===== config.mk =====
export PLATFORM = sky130hd
export DESIGN_NAME = seq_divider
export DESIGN_NICKNAME = d
export VERILOG_FILES = /design/src/rtl/div_pkg.sv /design/src/rtl/div_step.sv /design/src/rtl/seq_divider.sv
export SDC_FILE = /design/constraint.sdc
export NUM_CORES = 1
export LEC_CHECK = 0
export CAP_MARGIN = 30
export CORE_MARGIN = 2
export CORE_UTILIZATION = 57
export DETAILED_ROUTE_END_ITERATION = 8
export DONT_BUFFER_PORTS = 1
export GPL_TIMING_DRIVEN = 0
export HOLD_SLACK_MARGIN = 0.03
export PLACE_DENSITY = 0.75
export SETUP_SLACK_MARGIN = 0.4
export SKIP_LAST_GASP = 1
export SLEW_MARGIN = 20
export SYNTH_ARGS = -nofsm -noshare
export SYNTH_HDL_FRONTEND = slang
export SYNTH_SLANG_ARGS = --single-unit

===== constraint.sdc =====
create_clock -name clk -period 2.6 [get_ports clk]
set_input_delay 0.52 -clock clk [delete_from_list [all_inputs] [get_ports clk]]
set_output_delay 0.52 -clock clk [all_outputs]
set_load 0.005 [all_outputs]

===== src/rtl/div_pkg.sv =====
// rtl/div_pkg.sv - shared types and constants for the sequential divider
package div_pkg;

  typedef enum logic [1:0] {
    IDLE,
    BUSY,
    DONE
  } state_e;

  localparam int DEFAULT_WIDTH = 8;

  function automatic int cnt_width(input int width);
    return $clog2(width + 1);
  endfunction

endpackage


===== src/rtl/div_step.sv =====
// rtl/div_step.sv - one combinational restoring-division step (shift, subtract, restore)
module div_step #(
  parameter int WIDTH = 8
) (
  input  logic [WIDTH-1:0] r,
  input  logic             q_msb,
  input  logic [WIDTH-1:0] d,
  output logic [WIDTH-1:0] r_next,
  output logic             q_bit
);

  logic [WIDTH:0]   shifted;
  logic [WIDTH+1:0] diff;

  assign shifted = {r, q_msb};
  assign diff    = {1'b0, shifted} - {2'b00, d};

  // Since r < d, a non-borrowing difference is < d and so diff[WIDTH] is
  // zero; folding it into the borrow keeps every difference bit meaningful.
  assign q_bit  = ~(diff[WIDTH+1] | diff[WIDTH]);
  assign r_next = q_bit ? diff[WIDTH-1:0] : shifted[WIDTH-1:0];

endmodule


===== src/rtl/seq_divider.sv =====
// rtl/seq_divider.sv - multi-cycle unsigned restoring divider with valid/ready handshake
module seq_divider
  import div_pkg::*;
#(
  parameter int WIDTH = DEFAULT_WIDTH
) (
  input  logic             clk,
  input  logic             rst_n,
  input  logic             in_valid,
  output logic             in_ready,
  input  logic [WIDTH-1:0] dividend,
  input  logic [WIDTH-1:0] divisor,
  output logic             out_valid,
  input  logic             out_ready,
  output logic [WIDTH-1:0] quotient,
  output logic [WIDTH-1:0] remainder,
  output logic             div_by_zero
);

  localparam int CW = cnt_width(WIDTH);

  state_e           state_q, state_d;
  logic [CW-1:0]    cnt_q, cnt_d;
  logic [WIDTH-1:0] r_q, r_d;
  logic [WIDTH-1:0] q_q, q_d;
  logic [WIDTH-1:0] d_q, d_d;
  logic             dbz_q, dbz_d;

  logic [WIDTH-1:0] step_r;
  logic             step_q;

  div_step #(.WIDTH(WIDTH)) u_step (
    .r      (r_q),
    .q_msb  (q_q[WIDTH-1]),
    .d      (d_q),
    .r_next (step_r),
    .q_bit  (step_q)
  );

  always_comb begin
    state_d = state_q;
    cnt_d   = cnt_q;
    r_d     = r_q;
    q_d     = q_q;
    d_d     = d_q;
    dbz_d   = dbz_q;
    case (state_q)
      IDLE: begin
        if (in_valid) begin
          d_d     = divisor;
          dbz_d   = (divisor == '0);
          state_d = BUSY;
          if (divisor == '0) begin
            // Zero divisor spends one frozen BUSY cycle holding the RISC-V result
            q_d   = '1;
            r_d   = dividend;
            cnt_d = CW'(1);
          end else begin
            q_d   = dividend;
            r_d   = '0;
            cnt_d = CW'(WIDTH);
          end
        end
      end
      BUSY: begin
        if (!dbz_q) begin
          r_d = step_r;
          q_d = {q_q[WIDTH-2:0], step_q};
        end
        cnt_d = cnt_q - CW'(1);
        if (cnt_q == CW'(1)) state_d = DONE;
      end
      DONE: begin
        if (out_ready) state_d = IDLE;
      end
      default: state_d = IDLE;
    endcase
  end

  always_ff @(posedge clk) begin
    if (!rst_n) begin
      state_q <= IDLE;
      cnt_q   <= '0;
      r_q     <= '0;
      q_q     <= '0;
      d_q     <= '0;
      dbz_q   <= 1'b0;
    end else begin
      state_q <= state_d;
      cnt_q   <= cnt_d;
      r_q     <= r_d;
      q_q     <= q_d;
      d_q     <= d_d;
      dbz_q   <= dbz_d;
    end
  end

  assign in_ready    = (state_q == IDLE);
  assign out_valid   = (state_q == DONE);
  assign quotient    = q_q;
  assign remainder   = r_q;
  assign div_by_zero = dbz_q;

endmodule

## Word-level counts from Yosys, hierarchy flattened

Cells that the tools add are included.

- Word-level logic and storage cells: 40
- Input port bits: 20
- Flip-flop bits (word level): 31

- Reduce and logical (&&, ||, !) cells: 7
- Mux-type cells: 16
- Bitwise logic cells: 2
- Equality and inequality tests: 7
- $add $sub $neg: 2

Operators by type and width:

| cell | number |
|---|---|
| $mux W8 | 7 |
| $pmux W8 S2 | 2 |
| $sub A9 B8 Y10 | 1 |
| $logic_not A8 Y1 | 1 |
| $mux W4 | 2 |
| $pmux W4 S2 | 1 |
| $mux W2 | 3 |
| $ne A2 B2 Y1 const B | 3 |
| $pmux W2 S3 | 1 |
| $reduce_and A3 Y1 | 2 |
| $eq A4 B1 Y1 const B | 1 |
| $reduce_and A2 Y1 | 2 |
| $sub A4 B1 Y4 const B | 1 |
| $eq A2 B1 Y1 const B | 1 |
| $eq A2 B2 Y1 const B | 1 |
| $logic_not A2 Y1 | 1 |
| $ne A2 B1 Y1 const B | 1 |
| $reduce_bool A2 Y1 | 1 |
| $not A1 Y1 | 1 |
| $or A1 B1 Y1 | 1 |

## Depth between registers and ports, before layout

Gate-level depths: netlist (run 1).

- Word-level depth: 5
- Depth in mapped cells: 11
- Depth with buffers taken out: 10

## Hierarchy

From an unflattened synthesis (run 1), not the netlist that was laid out.

- Cells, all modules: 307
- Area, all modules: 2452.4 um^2

Modules (own cells, without submodules):

| module | cells an instance | area an instance (um^2) | instances |
|---|---|---|---|
| seq_divider | 193 | 1659.1 | 1 |
| div_step | 114 | 793.3 | 1 |

## Worst setup path before layout (run 1)

No wires, ideal clock.

- Path type: reg2reg
- From: register q_q[7] (netlist: quotient[7])
- To: register r_q[0] (netlist: remainder[0])
- Period minus slack after synthesis: 2.390 ns
- Cell stages (with the launch flop): 11
- Setup time: 0.086 ns
- Required time: 2.514 ns
- Path slack: 0.210 ns
- Data arrival time: 2.304 ns
- Path through: dfxtp_1 -> inv_1 -> ha_1 -> inv_1 -> fa_1 -> a211oi_2 -> nor3_1 -> or3_1 -> o211ai_2 -> mux2_2 -> a211oi_1

- Word-level cells in the longest chain between the ends: 5

Ends and longest elaborated chain:

| item | line | source |
|---|---|---|
| start, declared | seq_divider.sv:25 | `logic [WIDTH-1:0] q_q, q_d;` |
| start signal, assigned | seq_divider.sv:92 | `q_q <= q_d;` |
| $sub A9 B8 Y10 | div_step.sv:16 | `assign diff = {1'b0, shifted} - {2'b00, d};` |
| $or A1 B1 Y1 | div_step.sv:20 | `assign q_bit = ~(diff[WIDTH+1] \| diff[WIDTH]);` |
| $mux W8 * | div_step.sv:21 | `assign r_next = q_bit ? diff[WIDTH-1:0] : shifted[WIDTH-1:0];` |
| $mux W8 * | seq_divider.sv:66 | `if (!dbz_q) begin` |
| $pmux W8 S2 * | seq_divider.sv:47 | `case (state_q)` |
| end signal, assigned | seq_divider.sv:91 | `r_q <= r_d;` |
| end, declared | seq_divider.sv:24 | `logic [WIDTH-1:0] r_q, r_d;` |

Every way passes the cells marked *; elsewhere a longest branch is shown, timed or not. The select of a mux whose other input is x is not followed.
A chain may end at the register's enable or synchronous reset.

## Worst setup path in the final report (run 1)

- From: register q_q[7] (netlist: quotient[7])
- To: register r_q[6] (netlist: remainder[6])

- Word-level cells in the longest chain between the ends: 5

Ends and longest elaborated chain:

| item | line |
|---|---|
| $sub A9 B8 Y10 * | div_step.sv:16 |
| $or A1 B1 Y1 | div_step.sv:20 |
| $mux W8 * | div_step.sv:21 |
| $mux W8 * | seq_divider.sv:66 |
| $pmux W8 S2 * | seq_divider.sv:47 |

Marked as above.

==> metrics, run 1 <==
status=finished clean; reg2reg path depth=11; Setup Crit Path Kind=flip-flop to flip-flop; drc violations=0; dominant cells by area after synthesis=dfxtp_1, ha_1, a21boi_0; FILL cells=276; io pins=39; Antenna Cells=0; I/O Buffers=0; height of the die=61.7 um; CP Capture Type=flip-flop; Clock Path Buffers=2; CTS tree=done; Layout Cells excl Fill=286; R2R Setup Slk=0.15 ns; Sw Pwr=0.595 mW; hpwl dp=3630 um; Post-Synthesis Cells=226; clk slew on worst S/H paths=0.12 ns; sw frac=38.8%; DR vias=1796; layout cells sized above 1=17.8%; Die X=61.7 um; Top FF cell, synth=dfxtp_1; synthesized area=1900 um^2; min Tclk post-route=2.45 ns; initial core utilization=61.1%; Async SR Flop Fraction=0%; pin slew with the least headroom to its limit=0.682 ns; Num CTS Buffers=5; grt ovf=0; vias in the first global route=1722; pwr dens=715 nW/um^2; nets@finish=272; Critical Path RT=2.84 ns; post-synthesis sequential area ratio=32.7%; Cell variety after synth=45; largest net degree at the start of global routing=11; Synth top area share=32.7%; period utilization=94.3%; FMAX=0.408 GHz; GRT Total Usage=28.7%; internal power=0.937 mW; peak supply drop=0.000338 V; #FFs+latches synth=31; Hold Slack=0.303 ns; reg2reg start=quotient[7]; die footprint=3810 um^2; cell taking the most area after synthesis=dfxtp_1; Worst R2R End=remainder[6]; commonest cells in the synthesized netlist=dfxtp_1, nand2_1, a21oi_1; Setup-failing EPs final=0; Clk network pwr share=18.8%; sequential power share=38.2%; Pleak=0.771 nW; first-pass GRT wire length=7820 um; max cap viols=0; Area growth syn-to-layout=12.9%; syn avg cell area=8.39 um^2; startpoint types=flip-flop; clock root cell=clkbuf_4; worst hold path class=input pin to flip-flop; Placer Congestion=0.864; CP arrival=2.69 ns; yosys warns=0; Comb pwr share=43.1%; clock skew=0.0201 ns; multi-input logic area=1250 um^2; worst skew pair latency=0.35 ns; H-Tree Depth=2; number of synthesized flops with an enable pin=0; final WL=5000 um; Syn Nets=257; RSZ-0062 raised after global routing=true; Worst Setup SP=quotient[7]; Worst slew margin=54.5%; Via density=6.28; antenna violations before repair=0; Iteration-0 DRC Markers=134; Routed Antenna Nets=0; WL per Instance=17.5 um; core box area=3100 um^2; CTS Hold Bufs=0; final hold vios=0; # rows=20; Pre-antenna DRT Iters=5; # clock sinks=31; Placed Cells=270; worst-path fanout max=8; Max Slew Vio Count=0; Critical Path End=remainder[6]; register area=623 um^2; Setup Total Neg Slack=0 ns
## stage by stage
stage	worst slack, ns	area (um^2)	power (mW)	utilization (%)
after floorplan	0.282	1920	1.01	-
after global placement	0.0751	1980	1.10	63.7
after detailed placement	0.0185	1980	1.12	63.7
after CTS	0.167	2110	1.49	67.9
after global routing	0.0162	2140	1.62	69.0
final	0.149	2140	1.53	69.0
## cell families (layout without fill, tap and decap cells)
group / Yosys count / in the layout / share of synthesized area, %
AO/OA/AOI/OAI: 89 / 89 / 32.7
buffers and inverters: 23 / 39 / 5.41
AND/OR/NAND/NOR: 64 / 64 / 17.5
adder cells (fa/ha/maj): 11 / 11 / 7.65
XOR/XNOR: 5 / 5 / 2.31
multiplexers: 3 / 3 / 1.65
flip-flops: 31 / 31 / 32.7
## repair_timing
action / 4_1_cts / 5_1_grt
buffers inserted: 5 / 3
gates cloned: 0 / 0
pin swaps: 7 / 1
resized for setup: 7 / 2
setup endpoints to repair: 9 / 9
## worst min-delay path by stage
| stage | from | end | slack, ns | cells past startpoint |
|---|---|---|---|---|
| floorplan | d_q[7] | d_q[7] | 0.44 | 2 |
| global placement | d_q[5] | d_q[5] | 0.46 | 2 |
| detailed placement | d_q[7] | d_q[7] | 0.46 | 2 |
| CTS | divisor[5] | d_q[5] | 0.32 | 2 |
| global route | divisor[6] | d_q[6] | 0.31 | 2 |
| finish | divisor[7] | d_q[7] | 0.30 | 2 |
## cell usage in the layout (no fill, tap or decap), drive strengths merged, types with 4 or more instances in the layout
| cell | instances |
|---|---|
| nand2 | 31 |
| dfxtp | 31 |
| a21oi | 17 |
| o21ai | 17 |
| a21boi | 16 |
| clkbuf | 15 |
| inv | 11 |
| ha | 10 |
| buf | 10 |
| o221ai | 9 |
| a211oi | 9 |
| a31oi | 6 |
| nor2b | 5 |
| nand2b | 5 |
| nand3 | 5 |
| xnor2 | 5 |
| nor2 | 4 |
| a21o | 4 |
## sequential cells by signal, indices dropped and copies added, names as in the netlist
| signal | count |
|---|---|
| remainder | 8 |
| state_q | 2 |
| cnt_q | 4 |
| div_by_zero | 1 |
| quotient | 8 |
| d_q | 8 |
## cell type report
type | count | area share, %
multi-input cells | 172 | 58.2
flip-flops and latches | 31 | 29.1
plain buffers | 12 | 2.86
repair buffers | 8 | 2.80
well taps | 44 | 2.57
clock buffers | 6 | 1.93
inverters | 11 | 1.93
clock inverters | 2 | 0.584
## power by group through the flow
| stage | Clock [mW] | Sequential (mW) | Combinational, mW |
|---|---|---|---|
| finish | 0.288 | 0.585 | 0.660 |
| global route | 0.310 | 0.592 | 0.720 |
| CTS | 0.287 | 0.583 | 0.621 |
| detailed placement | 0 | 0.593 | 0.532 |
| global placement | 0 | 0.590 | 0.507 |
| floorplan | 0 | 0.576 | 0.434 |
## metal layers
metal | vias to the layer above | routed length [um] | part of all wire (%) | track usage, %
met5 | - | 0 | 0 | 0
met4 | 0 | 64 | 1.3 | 10.3
met3 | 8 | 384 | 7.7 | 7.35
met2 | 88 | 2500 | 50 | 48.9
met1 | 843 | 2040 | 41 | 34.8
li1 | 857 | - | - | -
## worst max-delay path: stages, from the launching register on
cell and delay, ns:
dfxtp_2 0.35, inv_2 0.08, ha_4 0.13, inv_2 0.03, fa_2 0.37, a211oi_4 0.25
nor3_2 0.09, or3_4 0.39, o211ai_4 0.12, buf_6 0.19, mux2i_2 0.24, a211oi_2 0.09
Note: power is estimated with default switching activity, not from simulation.
==> run 2, diff against run 1 <==
Settings changed: BUFFER_PORTS_ARGS from default to -buffer_cell sky130_fd_sc_hd__buf_4, CELL_PAD_IN_SITES_DETAIL_PLACEMENT from default to 2, CELL_PAD_IN_SITES_GLOBAL_PLACEMENT from default to 2, CORE_UTILIZATION 57 to 34, DONT_BUFFER_PORTS 1 to default, PLACE_DENSITY 0.75 to default, PLACE_DENSITY_LB_ADDON from default to 0.1.
Clock period 2.6 ns to 2.92 ns, I/O delays scaled along.
==> metrics, run 2 (synthesis gave the netlist of run 1 again) <==
status=finished clean (unchanged); largest net degree at the start of global routing=11 (unchanged); DR vias=1931 (was 1796); Setup Crit Path Kind=flip-flop to flip-flop (unchanged); drc violations=0 (unchanged); pwr dens=617 nW/um^2 (was 715 nW/um^2); Comb pwr share=45.1% (was 43.1%); H-Tree Depth=2 (unchanged); Clk network pwr share=21.5% (was 18.8%); pin slew with the least headroom to its limit=0.785 ns (was 0.682 ns); worst hold path class=flip-flop to flip-flop (was input pin to flip-flop); CTS tree=done (unchanged); period utilization=84.6% (was 94.3%); nets@finish=312 (was 272); Iteration-0 DRC Markers=89 (was 134); final WL=6760 um (was 5000 um); Pre-antenna DRT Iters=4 (was 5); clock root cell=clkbuf_8 (was clkbuf_4); initial core utilization=34.9% (was 61.1%); final hold vios=0 (unchanged); peak supply drop=0.000214 V (was 0.000338 V); first-pass GRT wire length=10900 um (was 7820 um); Final Util=46.0% (was 69.0%); CP Capture Type=flip-flop (unchanged); min Tclk post-route=2.47 ns (was 2.45 ns); worst-path fanout max=6 (was 8); Worst slew margin=47.7% (was 54.5%); max cap viols=0 (unchanged); most frequent cells in the layout=buf_4, nand2_1, dfxtp_1, a21oi_1, a21boi_0 (was nand2_1, dfxtp_1, a21boi_0, a21oi_1, o21ai_0); worst skew pair latency=0.29 ns (was 0.35 ns); Clock Path Buffers=2 (unchanged); I/O Buffers=38 (was 0); startpoint types=flip-flop (unchanged); internal power=0.964 mW (was 0.937 mW); WL per Instance=19.1 um (was 17.5 um); # clock sinks=31 (unchanged); CP arrival=2.68 ns (was 2.69 ns); antenna violations before repair=0 (unchanged); Die X=78.7 um (was 61.7 um); Routed Antenna Nets=0 (unchanged); clk slew on worst S/H paths=0.07 ns (was 0.12 ns); hpwl dp=4670 um (was 3630 um); Hold Slack=0.466 ns (was 0.303 ns); Setup Total Neg Slack=0 ns (unchanged); Placer Congestion=0.778 (was 0.864); Area growth syn-to-layout=32.0% (was 12.9%); sw frac=37.6% (was 38.8%); Sw Pwr=0.582 mW (was 0.595 mW); FILL cells=603 (was 276); grt ovf=0 (unchanged); sequential power share=33.4% (was 38.2%); Antenna Cells=0 (unchanged); commonest non-fill, non-tap cell in the layout=buf_4 (was nand2_1); layout cells sized above 1=29.1% (was 17.8%); clock skew=0.00331 ns (was 0.0201 ns); GRT Total Usage=23.0% (was 28.7%); RSZ-0062 raised after global routing=true (unchanged); # rows=27 (was 20); height of the die=78.7 um (was 61.7 um); Pleak=0.991 nW (was 0.771 nW); io pins=39 (unchanged); Setup-failing EPs final=0 (unchanged); Via density=5.45 (was 6.28); FMAX=0.405 GHz (was 0.408 GHz); vias in the first global route=2082 (was 1722); Max Slew Vio Count=0 (unchanged); Critical Path RT=3.13 ns (was 2.84 ns); Num CTS Buffers=5 (unchanged); die footprint=6190 um^2 (was 3810 um^2); core box area=5440 um^2 (was 3100 um^2); CTS Hold Bufs=0 (unchanged)
==> run 2: cell types whose count changed in the layout (fill, tap and decap cells not counted), moves of 2 or more <==
cell | previous run | this run
nand3_2 | 0 | 3
o21ai_1 | 1 | 3
clkbuf_4 | 5 | 0
buf_4 | 9 | 48
clkbuf_8 | 0 | 5
nand3_1 | 5 | 2
==> run 2: metrics by stage <==
step | setup WS [ns] | instances | power, mW | cell area, um^2
6_report | 0.451 | 354 | 1.55 | 2500
5_1_grt | 0.357 | 354 | 1.64 | 2500
4_1_cts | 0.405 | 351 | 1.52 | 2470
3_5_place_dp | 0.250 | 336 | 1.08 | 2270
3_3_place_gp | 0.244 | 336 | 1.07 | 2270
2_1_floorplan | 0.530 | 226 | 0.889 | 1900
==> run 2: critical path, cell delays in order, from the launching register on <==
cell and delay, ns:
dfxtp_2 0.33, inv_2 0.08, ha_4 0.14, inv_2 0.04, fa_2 0.37, a211oi_4 0.25
nor3_2 0.08, or3_4 0.38, o211ai_4 0.13, buf_6 0.18, buf_6 0.14, nand3_2 0.08
a31oi_1 0.20
==> run 2: area by class of cell <==
type                    instances  area [um^2]  share of cell area, %
multi-input cells             172         1240                   49.6
flip-flops and latches         31          623                   24.9
repair buffers                 48          364                   14.5
well taps                      72         90.1                   3.60
clock buffers                   7         76.3                   3.05
plain buffers                  12         61.3                   2.45
inverters                      11         41.3                   1.65
clock inverters                 1         5.00                  0.200
==> run 2: power by group through the flow <==
stage / Sequential [mW] / Combinational (mW) / Clock (mW)
2_1_floorplan: 0.512 / 0.378 / 0
3_3_place_gp: 0.521 / 0.545 / 0
3_5_place_dp: 0.522 / 0.559 / 0
4_1_cts: 0.515 / 0.660 / 0.340
5_1_grt: 0.523 / 0.757 / 0.363
6_report: 0.517 / 0.697 / 0.332
==> run 2: what timing repair did <==
action | CTS | global route
setup endpoints to repair | 9 | 9
setup buffers | 7 | 3
endpoints found under the hold margin | 0 | 0
resized for setup | 18 | 3
gates cloned | 0 | 0
pin swaps | 7 | 8
==> run 2: layer usage <==
layer / wire length, um / global-route usage [%] / up-vias
met1: 3070 / 28.7 / 945
met5: 0 / 0 / -
met2: 3380 / 40.3 / 38
li1: - / - / 936
met4: 119 / 6.84 / 0
met3: 190 / 4.20 / 12
==> run 2: path summary, 6_finish.rpt <==
kind               start           end  slack [ns]  depth (start not counted)
min reg2reg       d_q[6]        d_q[6]        0.47                          2
max          quotient[7]  remainder[5]        0.45                         12
min               d_q[6]        d_q[6]        0.47                          2
max reg2reg  quotient[7]  remainder[5]        0.45                         12
